[src/rtl/wb_port_arbiter_if.sv]
// wb_port_arbiter_if
//   Bundles the requester-side handshake, the redirect input and the
//   registered write-back ports of wb_port_arbiter.
//   master : the environment (functional units, backend, WriteBackBus)
//   slave  : the arbiter itself
//   Signals:
//     req_valid/req_ready          per-requester valid/ready handshake
//     req_rob_idx/req_rd/req_res   per-requester result payload
//     redirect_valid/_rob_idx      backend redirect (squash younger results)
//     wb_en/wb_we/wb_rob_idx/wb_rd/wb_res   per-port write-back outputs
interface wb_port_arbiter_if #(
  parameter int REQ_NUM   = 4,
  parameter int PORT_NUM  = 2,
  parameter int ROB_IDX_W = 6,
  parameter int PREG_W    = 7,
  parameter int DATA_W    = 32
);
  logic [REQ_NUM-1:0]                req_valid;
  logic [REQ_NUM-1:0]                req_ready;
  logic [REQ_NUM-1:0][ROB_IDX_W:0]   req_rob_idx;
  logic [REQ_NUM-1:0][PREG_W-1:0]    req_rd;
  logic [REQ_NUM-1:0][DATA_W-1:0]    req_res;
  logic                              redirect_valid;
  logic [ROB_IDX_W:0]                redirect_rob_idx;
  logic [PORT_NUM-1:0]               wb_en;
  logic [PORT_NUM-1:0]               wb_we;
  logic [PORT_NUM-1:0][ROB_IDX_W:0]  wb_rob_idx;
  logic [PORT_NUM-1:0][PREG_W-1:0]   wb_rd;
  logic [PORT_NUM-1:0][DATA_W-1:0]   wb_res;

  modport master (
    output req_valid, req_rob_idx, req_rd, req_res, redirect_valid, redirect_rob_idx,
    input  req_ready, wb_en, wb_we, wb_rob_idx, wb_rd, wb_res
  );

  modport slave (
    input  req_valid, req_rob_idx, req_rd, req_res, redirect_valid, redirect_rob_idx,
    output req_ready, wb_en, wb_we, wb_rob_idx, wb_rd, wb_res
  );
endinterface

[src/rtl/wb_port_arbiter.sv]
// wb_port_arbiter
//   Shares PORT_NUM registered write-back ports among REQ_NUM functional-unit
//   requesters. Each requester owns a one-entry holding register; each cycle
//   up to PORT_NUM held, non-squashed entries are granted and latched into
//   the output registers. Entries younger than a redirect are squashed.
//   Ports:
//     clk  - clock
//     rst  - synchronous reset, active low
//     bus  - wb_port_arbiter_if.slave (request handshake, redirect, wb ports)
//   Configuration:
//     WB_ARB_OLDEST_FIRST_EN - when defined, grant the oldest eligible entries
//     (oldest on port 0) instead of round-robin; no rotation pointer is built.
module wb_port_arbiter #(
  parameter int REQ_NUM   = 4,
  parameter int PORT_NUM  = 2,
  parameter int ROB_IDX_W = 6,
  parameter int PREG_W    = 7,
  parameter int DATA_W    = 32
) (
  input logic              clk,
  input logic              rst,
  wb_port_arbiter_if.slave bus
);

  localparam int PTR_W = (REQ_NUM > 1) ? $clog2(REQ_NUM) : 1;

  // a is younger than b; a differing wrap bit flips the index comparison
  function automatic logic younger(input logic [ROB_IDX_W:0] a, input logic [ROB_IDX_W:0] b);
    if (a[ROB_IDX_W] == b[ROB_IDX_W]) return a[ROB_IDX_W-1:0] > b[ROB_IDX_W-1:0];
    else                              return a[ROB_IDX_W-1:0] < b[ROB_IDX_W-1:0];
  endfunction

  logic [REQ_NUM-1:0]               hv_q, hv_d;
  logic [REQ_NUM-1:0][ROB_IDX_W:0]  rob_q, rob_d;
  logic [REQ_NUM-1:0][PREG_W-1:0]   rd_q, rd_d;
  logic [REQ_NUM-1:0][DATA_W-1:0]   res_q, res_d;

  logic [PORT_NUM-1:0]              wb_en_q, wb_en_d;
  logic [PORT_NUM-1:0]              wb_we_q, wb_we_d;
  logic [PORT_NUM-1:0][ROB_IDX_W:0] wb_rob_idx_q, wb_rob_idx_d;
  logic [PORT_NUM-1:0][PREG_W-1:0]  wb_rd_q, wb_rd_d;
  logic [PORT_NUM-1:0][DATA_W-1:0]  wb_res_q, wb_res_d;

  logic [REQ_NUM-1:0]               kill, in_kill, elig, grant, ready;
  logic [PORT_NUM-1:0]              port_vld;
  logic [PORT_NUM-1:0][PTR_W-1:0]   port_sel;

  // Squash detection for held entries and for same-cycle incoming results
  always_comb begin
    kill    = '0;
    in_kill = '0;
    for (int i = 0; i < REQ_NUM; i++) begin
      kill[i]    = bus.redirect_valid & hv_q[i] & younger(rob_q[i], bus.redirect_rob_idx);
      in_kill[i] = bus.redirect_valid & younger(bus.req_rob_idx[i], bus.redirect_rob_idx);
    end
  end

  assign elig = hv_q & ~kill;

`ifdef WB_ARB_OLDEST_FIRST_EN
  int older_cnt;

  // An entry's port is its age rank among eligible entries (rob_idx unique)
  always_comb begin
    grant     = '0;
    port_vld  = '0;
    port_sel  = '0;
    older_cnt = 0;
    for (int i = 0; i < REQ_NUM; i++) begin
      older_cnt = 0;
      for (int j = 0; j < REQ_NUM; j++) begin
        if (elig[j] && younger(rob_q[i], rob_q[j])) older_cnt++;
      end
      if (elig[i] && older_cnt < PORT_NUM) begin
        grant[i]            = 1'b1;
        port_vld[older_cnt] = 1'b1;
        port_sel[older_cnt] = PTR_W'(i);
      end
    end
  end
`else
  logic [PTR_W-1:0] rr_ptr_q, rr_ptr_d;
  int               n_granted;
  int               scan_idx;

  // Cyclic scan from rr_ptr; j-th grant goes to port j, pointer follows last grant
  always_comb begin
    grant     = '0;
    port_vld  = '0;
    port_sel  = '0;
    rr_ptr_d  = rr_ptr_q;
    n_granted = 0;
    scan_idx  = 0;
    for (int k = 0; k < REQ_NUM; k++) begin
      scan_idx = int'(rr_ptr_q) + k;
      if (scan_idx >= REQ_NUM) scan_idx -= REQ_NUM;
      if (elig[scan_idx] && n_granted < PORT_NUM) begin
        grant[scan_idx]     = 1'b1;
        port_vld[n_granted] = 1'b1;
        port_sel[n_granted] = PTR_W'(scan_idx);
        rr_ptr_d            = (scan_idx == REQ_NUM - 1) ? '0 : PTR_W'(scan_idx + 1);
        n_granted++;
      end
    end
  end

  // Rotation pointer register
  always_ff @(posedge clk) begin
    if (!rst) rr_ptr_q <= '0;
    else      rr_ptr_q <= rr_ptr_d;
  end
`endif

  assign ready         = ~hv_q | grant | kill;
  assign bus.req_ready = ready;

  // Holding registers: freed by kill/grant, reloaded on accept unless the
  // incoming result is itself squashed (acked but dropped)
  always_comb begin
    hv_d  = hv_q & ~(kill | grant);
    rob_d = rob_q;
    rd_d  = rd_q;
    res_d = res_q;
    for (int i = 0; i < REQ_NUM; i++) begin
      if (bus.req_valid[i] && ready[i]) begin
        hv_d[i]  = ~in_kill[i];
        rob_d[i] = bus.req_rob_idx[i];
        rd_d[i]  = bus.req_rd[i];
        res_d[i] = bus.req_res[i];
      end
    end
  end

  // Output port payload; unused ports keep their old payload with en=0
  always_comb begin
    wb_en_d      = port_vld;
    wb_we_d      = '0;
    wb_rob_idx_d = wb_rob_idx_q;
    wb_rd_d      = wb_rd_q;
    wb_res_d     = wb_res_q;
    for (int k = 0; k < PORT_NUM; k++) begin
      if (port_vld[k]) begin
        wb_rob_idx_d[k] = rob_q[port_sel[k]];
        wb_rd_d[k]      = rd_q[port_sel[k]];
        wb_res_d[k]     = res_q[port_sel[k]];
        wb_we_d[k]      = (rd_q[port_sel[k]] != '0);
      end
    end
  end

  // State registers
  always_ff @(posedge clk) begin
    if (!rst) begin
      hv_q         <= '0;
      rob_q        <= '0;
      rd_q         <= '0;
      res_q        <= '0;
      wb_en_q      <= '0;
      wb_we_q      <= '0;
      wb_rob_idx_q <= '0;
      wb_rd_q      <= '0;
      wb_res_q     <= '0;
    end else begin
      hv_q         <= hv_d;
      rob_q        <= rob_d;
      rd_q         <= rd_d;
      res_q        <= res_d;
      wb_en_q      <= wb_en_d;
      wb_we_q      <= wb_we_d;
      wb_rob_idx_q <= wb_rob_idx_d;
      wb_rd_q      <= wb_rd_d;
      wb_res_q     <= wb_res_d;
    end
  end

  assign bus.wb_en      = wb_en_q;
  assign bus.wb_we      = wb_we_q;
  assign bus.wb_rob_idx = wb_rob_idx_q;
  assign bus.wb_rd      = wb_rd_q;
  assign bus.wb_res     = wb_res_q;

endmodule
[src/flat_wrapper.sv]
// flat-port wrapper written by rule: the top's interface ports become plain ports
module wb_port_arbiter_flat 
#(
  parameter int REQ_NUM   = 4,
  parameter int PORT_NUM  = 2,
  parameter int ROB_IDX_W = 6,
  parameter int PREG_W    = 7,
  parameter int DATA_W    = 32
)
  (clk, rst, bus_req_valid, bus_req_rob_idx, bus_req_rd, bus_req_res, bus_redirect_valid, bus_redirect_rob_idx, bus_req_ready, bus_wb_en, bus_wb_we, bus_wb_rob_idx, bus_wb_rd, bus_wb_res);
  wb_port_arbiter_if #(.REQ_NUM(REQ_NUM), .PORT_NUM(PORT_NUM), .ROB_IDX_W(ROB_IDX_W), .PREG_W(PREG_W), .DATA_W(DATA_W)) bus_i ();
  input logic clk;
  input logic rst;
  input wire logic [$bits(bus_i.req_valid)-1:0] bus_req_valid;
  input wire logic [$bits(bus_i.req_rob_idx)-1:0] bus_req_rob_idx;
  input wire logic [$bits(bus_i.req_rd)-1:0] bus_req_rd;
  input wire logic [$bits(bus_i.req_res)-1:0] bus_req_res;
  input wire logic [$bits(bus_i.redirect_valid)-1:0] bus_redirect_valid;
  input wire logic [$bits(bus_i.redirect_rob_idx)-1:0] bus_redirect_rob_idx;
  output wire logic [$bits(bus_i.req_ready)-1:0] bus_req_ready;
  output wire logic [$bits(bus_i.wb_en)-1:0] bus_wb_en;
  output wire logic [$bits(bus_i.wb_we)-1:0] bus_wb_we;
  output wire logic [$bits(bus_i.wb_rob_idx)-1:0] bus_wb_rob_idx;
  output wire logic [$bits(bus_i.wb_rd)-1:0] bus_wb_rd;
  output wire logic [$bits(bus_i.wb_res)-1:0] bus_wb_res;
  assign bus_i.req_valid = bus_req_valid;
  assign bus_i.req_rob_idx = bus_req_rob_idx;
  assign bus_i.req_rd = bus_req_rd;
  assign bus_i.req_res = bus_req_res;
  assign bus_i.redirect_valid = bus_redirect_valid;
  assign bus_i.redirect_rob_idx = bus_redirect_rob_idx;
  assign bus_req_ready = bus_i.req_ready;
  assign bus_wb_en = bus_i.wb_en;
  assign bus_wb_we = bus_i.wb_we;
  assign bus_wb_rob_idx = bus_i.wb_rob_idx;
  assign bus_wb_rd = bus_i.wb_rd;
  assign bus_wb_res = bus_i.wb_res;
  wb_port_arbiter #(.REQ_NUM(REQ_NUM), .PORT_NUM(PORT_NUM), .ROB_IDX_W(ROB_IDX_W), .PREG_W(PREG_W), .DATA_W(DATA_W)) u_core (.clk(clk), .rst(rst), .bus(bus_i));
endmodule
[config.mk]
export PLATFORM = sky130hd
export DESIGN_NAME = wb_port_arbiter_flat
export DESIGN_NICKNAME = d
export VERILOG_FILES = /design/src/rtl/wb_port_arbiter_if.sv /design/src/rtl/wb_port_arbiter.sv /design/src/flat_wrapper.sv
export SDC_FILE = /design/constraint.sdc
export NUM_CORES = 1
export LEC_CHECK = 0
export ABC_AREA = 1
export BUFFER_PORTS_ARGS = -buffer_cell sky130_fd_sc_hd__buf_4
export CORE_ASPECT_RATIO = 1.75
export CORE_MARGIN = 1
export CORE_UTILIZATION = 45
export CTS_CLUSTER_DIAMETER = 50
export CTS_CLUSTER_SIZE = 25
export DETAILED_ROUTE_END_ITERATION = 12
export GPL_TIMING_DRIVEN = 0
export PLACE_DENSITY = 0.78
export SYNTH_ARGS = -nofsm -noshare
export SYNTH_HDL_FRONTEND = slang
export SYNTH_SLANG_ARGS = --single-unit
[constraint.sdc]
create_clock -name clk -period 5 [get_ports clk]
set_input_delay 1 -clock clk [delete_from_list [all_inputs] [get_ports clk]]
set_output_delay 1 -clock clk [all_outputs]
set_load 0.005 [all_outputs]
==> qor.tcl <==
set qor(run_status) {complete, no violations}
set qor(worstSkewPairLatency_ns) 0.56
set qor(async_reset_ff_share_pct) 0
set qor(hold_ws_ns) 0.491
set qor(postSynthNetCount) 2468
set qor(multi_input_comb_area_mm2) 0.00818
set qor(fin_util_pct) 58.9
set qor(clock_slew_at_reported_path_ffs_ns) 0.08
set qor(final_layout_size_suffix_gt1_share_pct) 22.9
set qor(syn_to_final_growth_pct) 28.7
set qor(place_worst_setup_slack_ns) -0.899
set qor(postSynthRegisterBits) 286
set qor(tritoncts_num_sinks) 286
set qor(post_drt_via_cell_ratio) 5.67
set qor(core_area_mm2) 0.0330
set qor(final_critical_path_setup_slack_ns) 0.107
set qor(cp_data_required_time_ns) 4.00
set qor(mean_post_synth_cell_area_um2) 6.85
set qor(post_synth_and_or_nand_nor_area_fraction_pct) 21.2
set qor(hold_crit_class) {reg -> reg}
set qor(yosysTopAreaCellShare_pct) 37.9
set qor(worstRegToRegCells) 21
set qor(synth-seq-area-share_pct) 37.9
set qor(crit_fanout) 6
set qor(timing.critical_path.to_type) {output port}
set qor(critPathTopFamily) {simple AND/OR/NAND/NOR gates}
set qor(final-seq-area_mm2) 0.00573
set qor(critPathBufInv) 8
set qor(cts_inserted_buffers) 21
set qor(maxSlewViolCount) 0
set qor(grt_setup_unrepaired) {yes}
set qor(full_die_area_mm2) 0.0344
set qor(vias) 16943
set qor(finalClockSkew_ns) 0.0294
set qor(final_period_minus_worst_setup_slack_ns) 4.89
set qor(min_period_over_period_pct) 97.9
set qor(crit_cells) 24
set qor(ioPinCount) 298
set qor(synth.yosys.warnings) 0
set qor(worstSetupStartpointType) {input pin}
set qor(rows) 88
set qor(finalWeightedCongestion) 0.989
set qor(cts-htree-levels) 1
set qor(drt_iter0_drc) 1534
set qor(timing.final.setup_violations) 0
set qor(peak_supply_drop_mv) 0.638
set qor(die-height_um) 244
set qor(hold-path-cell-count) 2
set qor(finalWirelength_mm) 62.3
set qor(place.port_buffers) 296
set qor(drcViolationCount) 0
set qor(grt_start_max_net_pins) 26
set qor(die_w_um) 141
set qor(grt_pass1_wl_mm) 92.0
set qor(total_global_routing_overflow) 0
set qor(netlist_area_mm2) 0.0151
set qor(timing.critical_path.arrival_ns) 3.89
set qor(slowest_stage) {sky130_fd_sc_hd__fa_2}
set qor(clockBufferDepth) 3
set qor(globalRouteTotalUtil_pct) 35.8
set qor(synth.mux.area_fraction_pct) 0
set qor(critPathMaxStageDelay_ns) 0.35
set qor(power_per_cell_area_mw_per_mm2) 876
set qor(clk_root_buffer_cell) {sky130_fd_sc_hd__clkbuf_16}
set qor(synthAdderAreaFrac_pct) 5.18
set qor(finish.net_count) 2829
set qor(synthXorXnorAreaFrac_pct) 0.397
set qor(number_of_antenna_violations_at_the_first_check_in_global_routing) 0
set qor(synth_enable_flop_cells) 0
set qor(cts_tree) {done}
set qor(path_class) {in -> out}
set qor(synth.distinct_cells) 37
set qor(timing.slew.headroom_pct) 31.1
set qor(route.detailed.wl_per_inst_um) 20.9
set qor(n_antenna_cell) 0
set qor(final_hold_viol_count) 0
set qor(route.antenna.remaining_nets) 0
set qor(placed_cells) 2909
set qor(synth.area.top_cells) {sky130_fd_sc_hd__dfxtp_1 38%, sky130_fd_sc_hd__nor2_1 9.3%, sky130_fd_sc_hd__o21ai_0 9.1%, sky130_fd_sc_hd__a21oi_1 7.6%, sky130_fd_sc_hd__nand2_1 5.9%}
set qor(commonest_register_cell_after_synthesis) {sky130_fd_sc_hd__dfxtp_1}
set qor(worst_pin_slew_ns) 1.03
set qor(detailedPlacementHpwl_mm) 46.9
set qor(clock.fmax_mhz) 204
set qor(drt_pass_1_iters) 6
set qor(initial_core_util_pct) 45.8
set qor(p_leak_nw) 9.20
set qor(number_of_global_route_vias_before_repair) 16463
set qor(synth_top_family_by_area) {compound AO/OA/AOI/OAI gates}
set qor(filler_cell_count) 3102
set qor(synth_top_area_cell) {sky130_fd_sc_hd__dfxtp_1}
set qor(crit_path_cell_trace) {buf_4, clkinvlp_4, buf_12, ha_4, nand2_2, nand2_2, nand2_2, nand4_1, nand3_4, nand3_4, nand3_4, nand2_4, inv_4, ha_4, inv_4, nand2_4, nor2_4, fa_2, inv_2, nand2_4, nor2_8, inv_6, o2111ai_4, buf_6}
set qor(synthesis.instances) 2208
set qor(max_cap_violations) 0
set qor(synth_compound_area_share_pct) 24.2
set qor(instances_no_fill) 2989
[cells in the final DEF (no fill, tap or decap), types with 6 or more instances in the layout]
cell type and n:
sky130_fd_sc_hd__a21oi_1 229, sky130_fd_sc_hd__a21oi_2 32, sky130_fd_sc_hd__a31oi_1 6, sky130_fd_sc_hd__buf_1 7
sky130_fd_sc_hd__buf_2 59, sky130_fd_sc_hd__buf_4 347, sky130_fd_sc_hd__buf_6 9, sky130_fd_sc_hd__clkbuf_1 56
sky130_fd_sc_hd__clkbuf_16 21, sky130_fd_sc_hd__dfxtp_1 286, sky130_fd_sc_hd__ha_1 41, sky130_fd_sc_hd__ha_4 20
sky130_fd_sc_hd__inv_1 221, sky130_fd_sc_hd__inv_2 13, sky130_fd_sc_hd__nand2_1 225, sky130_fd_sc_hd__nand2_2 19
sky130_fd_sc_hd__nand2_4 7, sky130_fd_sc_hd__nand3_1 109, sky130_fd_sc_hd__nand3_2 9, sky130_fd_sc_hd__nand3_4 9
sky130_fd_sc_hd__nand4_1 10, sky130_fd_sc_hd__nor2_1 372, sky130_fd_sc_hd__o211ai_1 15, sky130_fd_sc_hd__o21ai_0 275
sky130_fd_sc_hd__o21ai_1 125
[kinds of logic after synthesis]
| logic type | after synthesis |
|---|---|
| and+or+nand+nor | 771 |
| AOI/OAI and AO/OA | 690 |
| buffers and inverters | 393 |
| DFF | 286 |
| adders and majority gates | 62 |
| xor gates and xnor gates | 6 |
[layout make-up]
cell class	instances	share of cell area, %
clock inverters	17	1.05
well taps	405	2.60
multi-input cells	1529	42.0
repair buffers	340	13.5
inverters	244	4.86
clock buffers	21	2.70
plain buffers	147	3.90
flip-flops and latches	286	29.4
[worst register-to-register path, cell delays in order (launching register included)]
cell and delay [ns]:
sky130_fd_sc_hd__dfxtp_1 0.44, sky130_fd_sc_hd__buf_4 0.29, sky130_fd_sc_hd__clkinv_2 0.29, sky130_fd_sc_hd__ha_4 0.44, sky130_fd_sc_hd__inv_1 0.15, sky130_fd_sc_hd__nand3_4 0.13, sky130_fd_sc_hd__nand2_4 0.07, sky130_fd_sc_hd__inv_4 0.07
sky130_fd_sc_hd__ha_4 0.15, sky130_fd_sc_hd__inv_4 0.05, sky130_fd_sc_hd__nand2_4 0.06, sky130_fd_sc_hd__nor2_4 0.05, sky130_fd_sc_hd__fa_2 0.35, sky130_fd_sc_hd__inv_2 0.08, sky130_fd_sc_hd__nand2_4 0.06, sky130_fd_sc_hd__nor2_8 0.14
sky130_fd_sc_hd__inv_6 0.07, sky130_fd_sc_hd__o221ai_2 0.20, sky130_fd_sc_hd__nand2_1 0.46, sky130_fd_sc_hd__clkbuf_1 0.50, sky130_fd_sc_hd__o21ai_0 0.46, sky130_fd_sc_hd__a21oi_1 0.08
[sequential cells by signal (all words and copies together), names as in the netlist, 4 cells and up]
register and count:
u_core.res_q 128, u_core.bus.wb_res 64, u_core.rd_q 28, u_core.rob_q 28
u_core.bus.wb_rd 14, u_core.bus.wb_rob_idx 14, u_core.hv_q 4
[what timing repair did]
item,CTS,global route
pin swaps,20,18
buffers inserted,34,10
hold endpoints to repair,0,0
hold buffers,0,0
setup endpoints to repair,271,80
gates resized for setup,51,31
[per-layer routing]
layer | vias up | GRT usage [%] | share of wire (%)
li1 | 7949 | - | -
met1 | 7744 | 37.6 | 34
met2 | 967 | 63.7 | 49
met3 | 283 | 4.56 | 7.9
met4 | 0 | 29.4 | 8.9
met5 | - | 0 | 0
[Yosys cell counts, drive strengths merged, types with 4 or more instances]
cell / instances
clkbuf: 58
dfxtp: 286
o21ai: 400
a31oi: 6
xor2: 5
o211ai: 15
inv: 242
ha: 61
nand2: 251
nor2: 379
nor3: 4
a21oi: 261
buf: 91
nand3: 127
nand4: 10
[per-stage QoR]
| stage | total power [mW] | instance area (um^2) | TNS (ns) |
|---|---|---|---|
| final | 17.0 | 19500 | 0 |
| after global routing | 18.2 | 19500 | -0.0511 |
| after CTS | 16.6 | 19200 | 0 |
| after detailed placement | 14.5 | 17800 | -169.90 |
| after global placement | 14.3 | 17800 | -162.00 |
| after floorplan | 10.7 | 15100 | 0 |
[path summary, 6_finish.rpt]
| path | start | end | slack [ns] |
|---|---|---|---|
| min reg2reg | u_core.res_q[94] | u_core.res_q[94] | 0.49 |
| max | bus_redirect_rob_idx[1] | bus_req_ready[3] | 0.11 |
| min | u_core.res_q[94] | u_core.res_q[94] | 0.49 |
| max reg2reg | u_core.rr_ptr_q[0] | u_core.res_q[94] | 0.32 |
[where the power goes]
part           internal [mW]  switching, mW  total (mW)
clock                  0.845           1.01        1.86
combinational           3.91           8.10        12.0
sequential              2.82          0.361        3.18
total                   7.58           9.47        17.0
(Power assumes the default switching activity.)
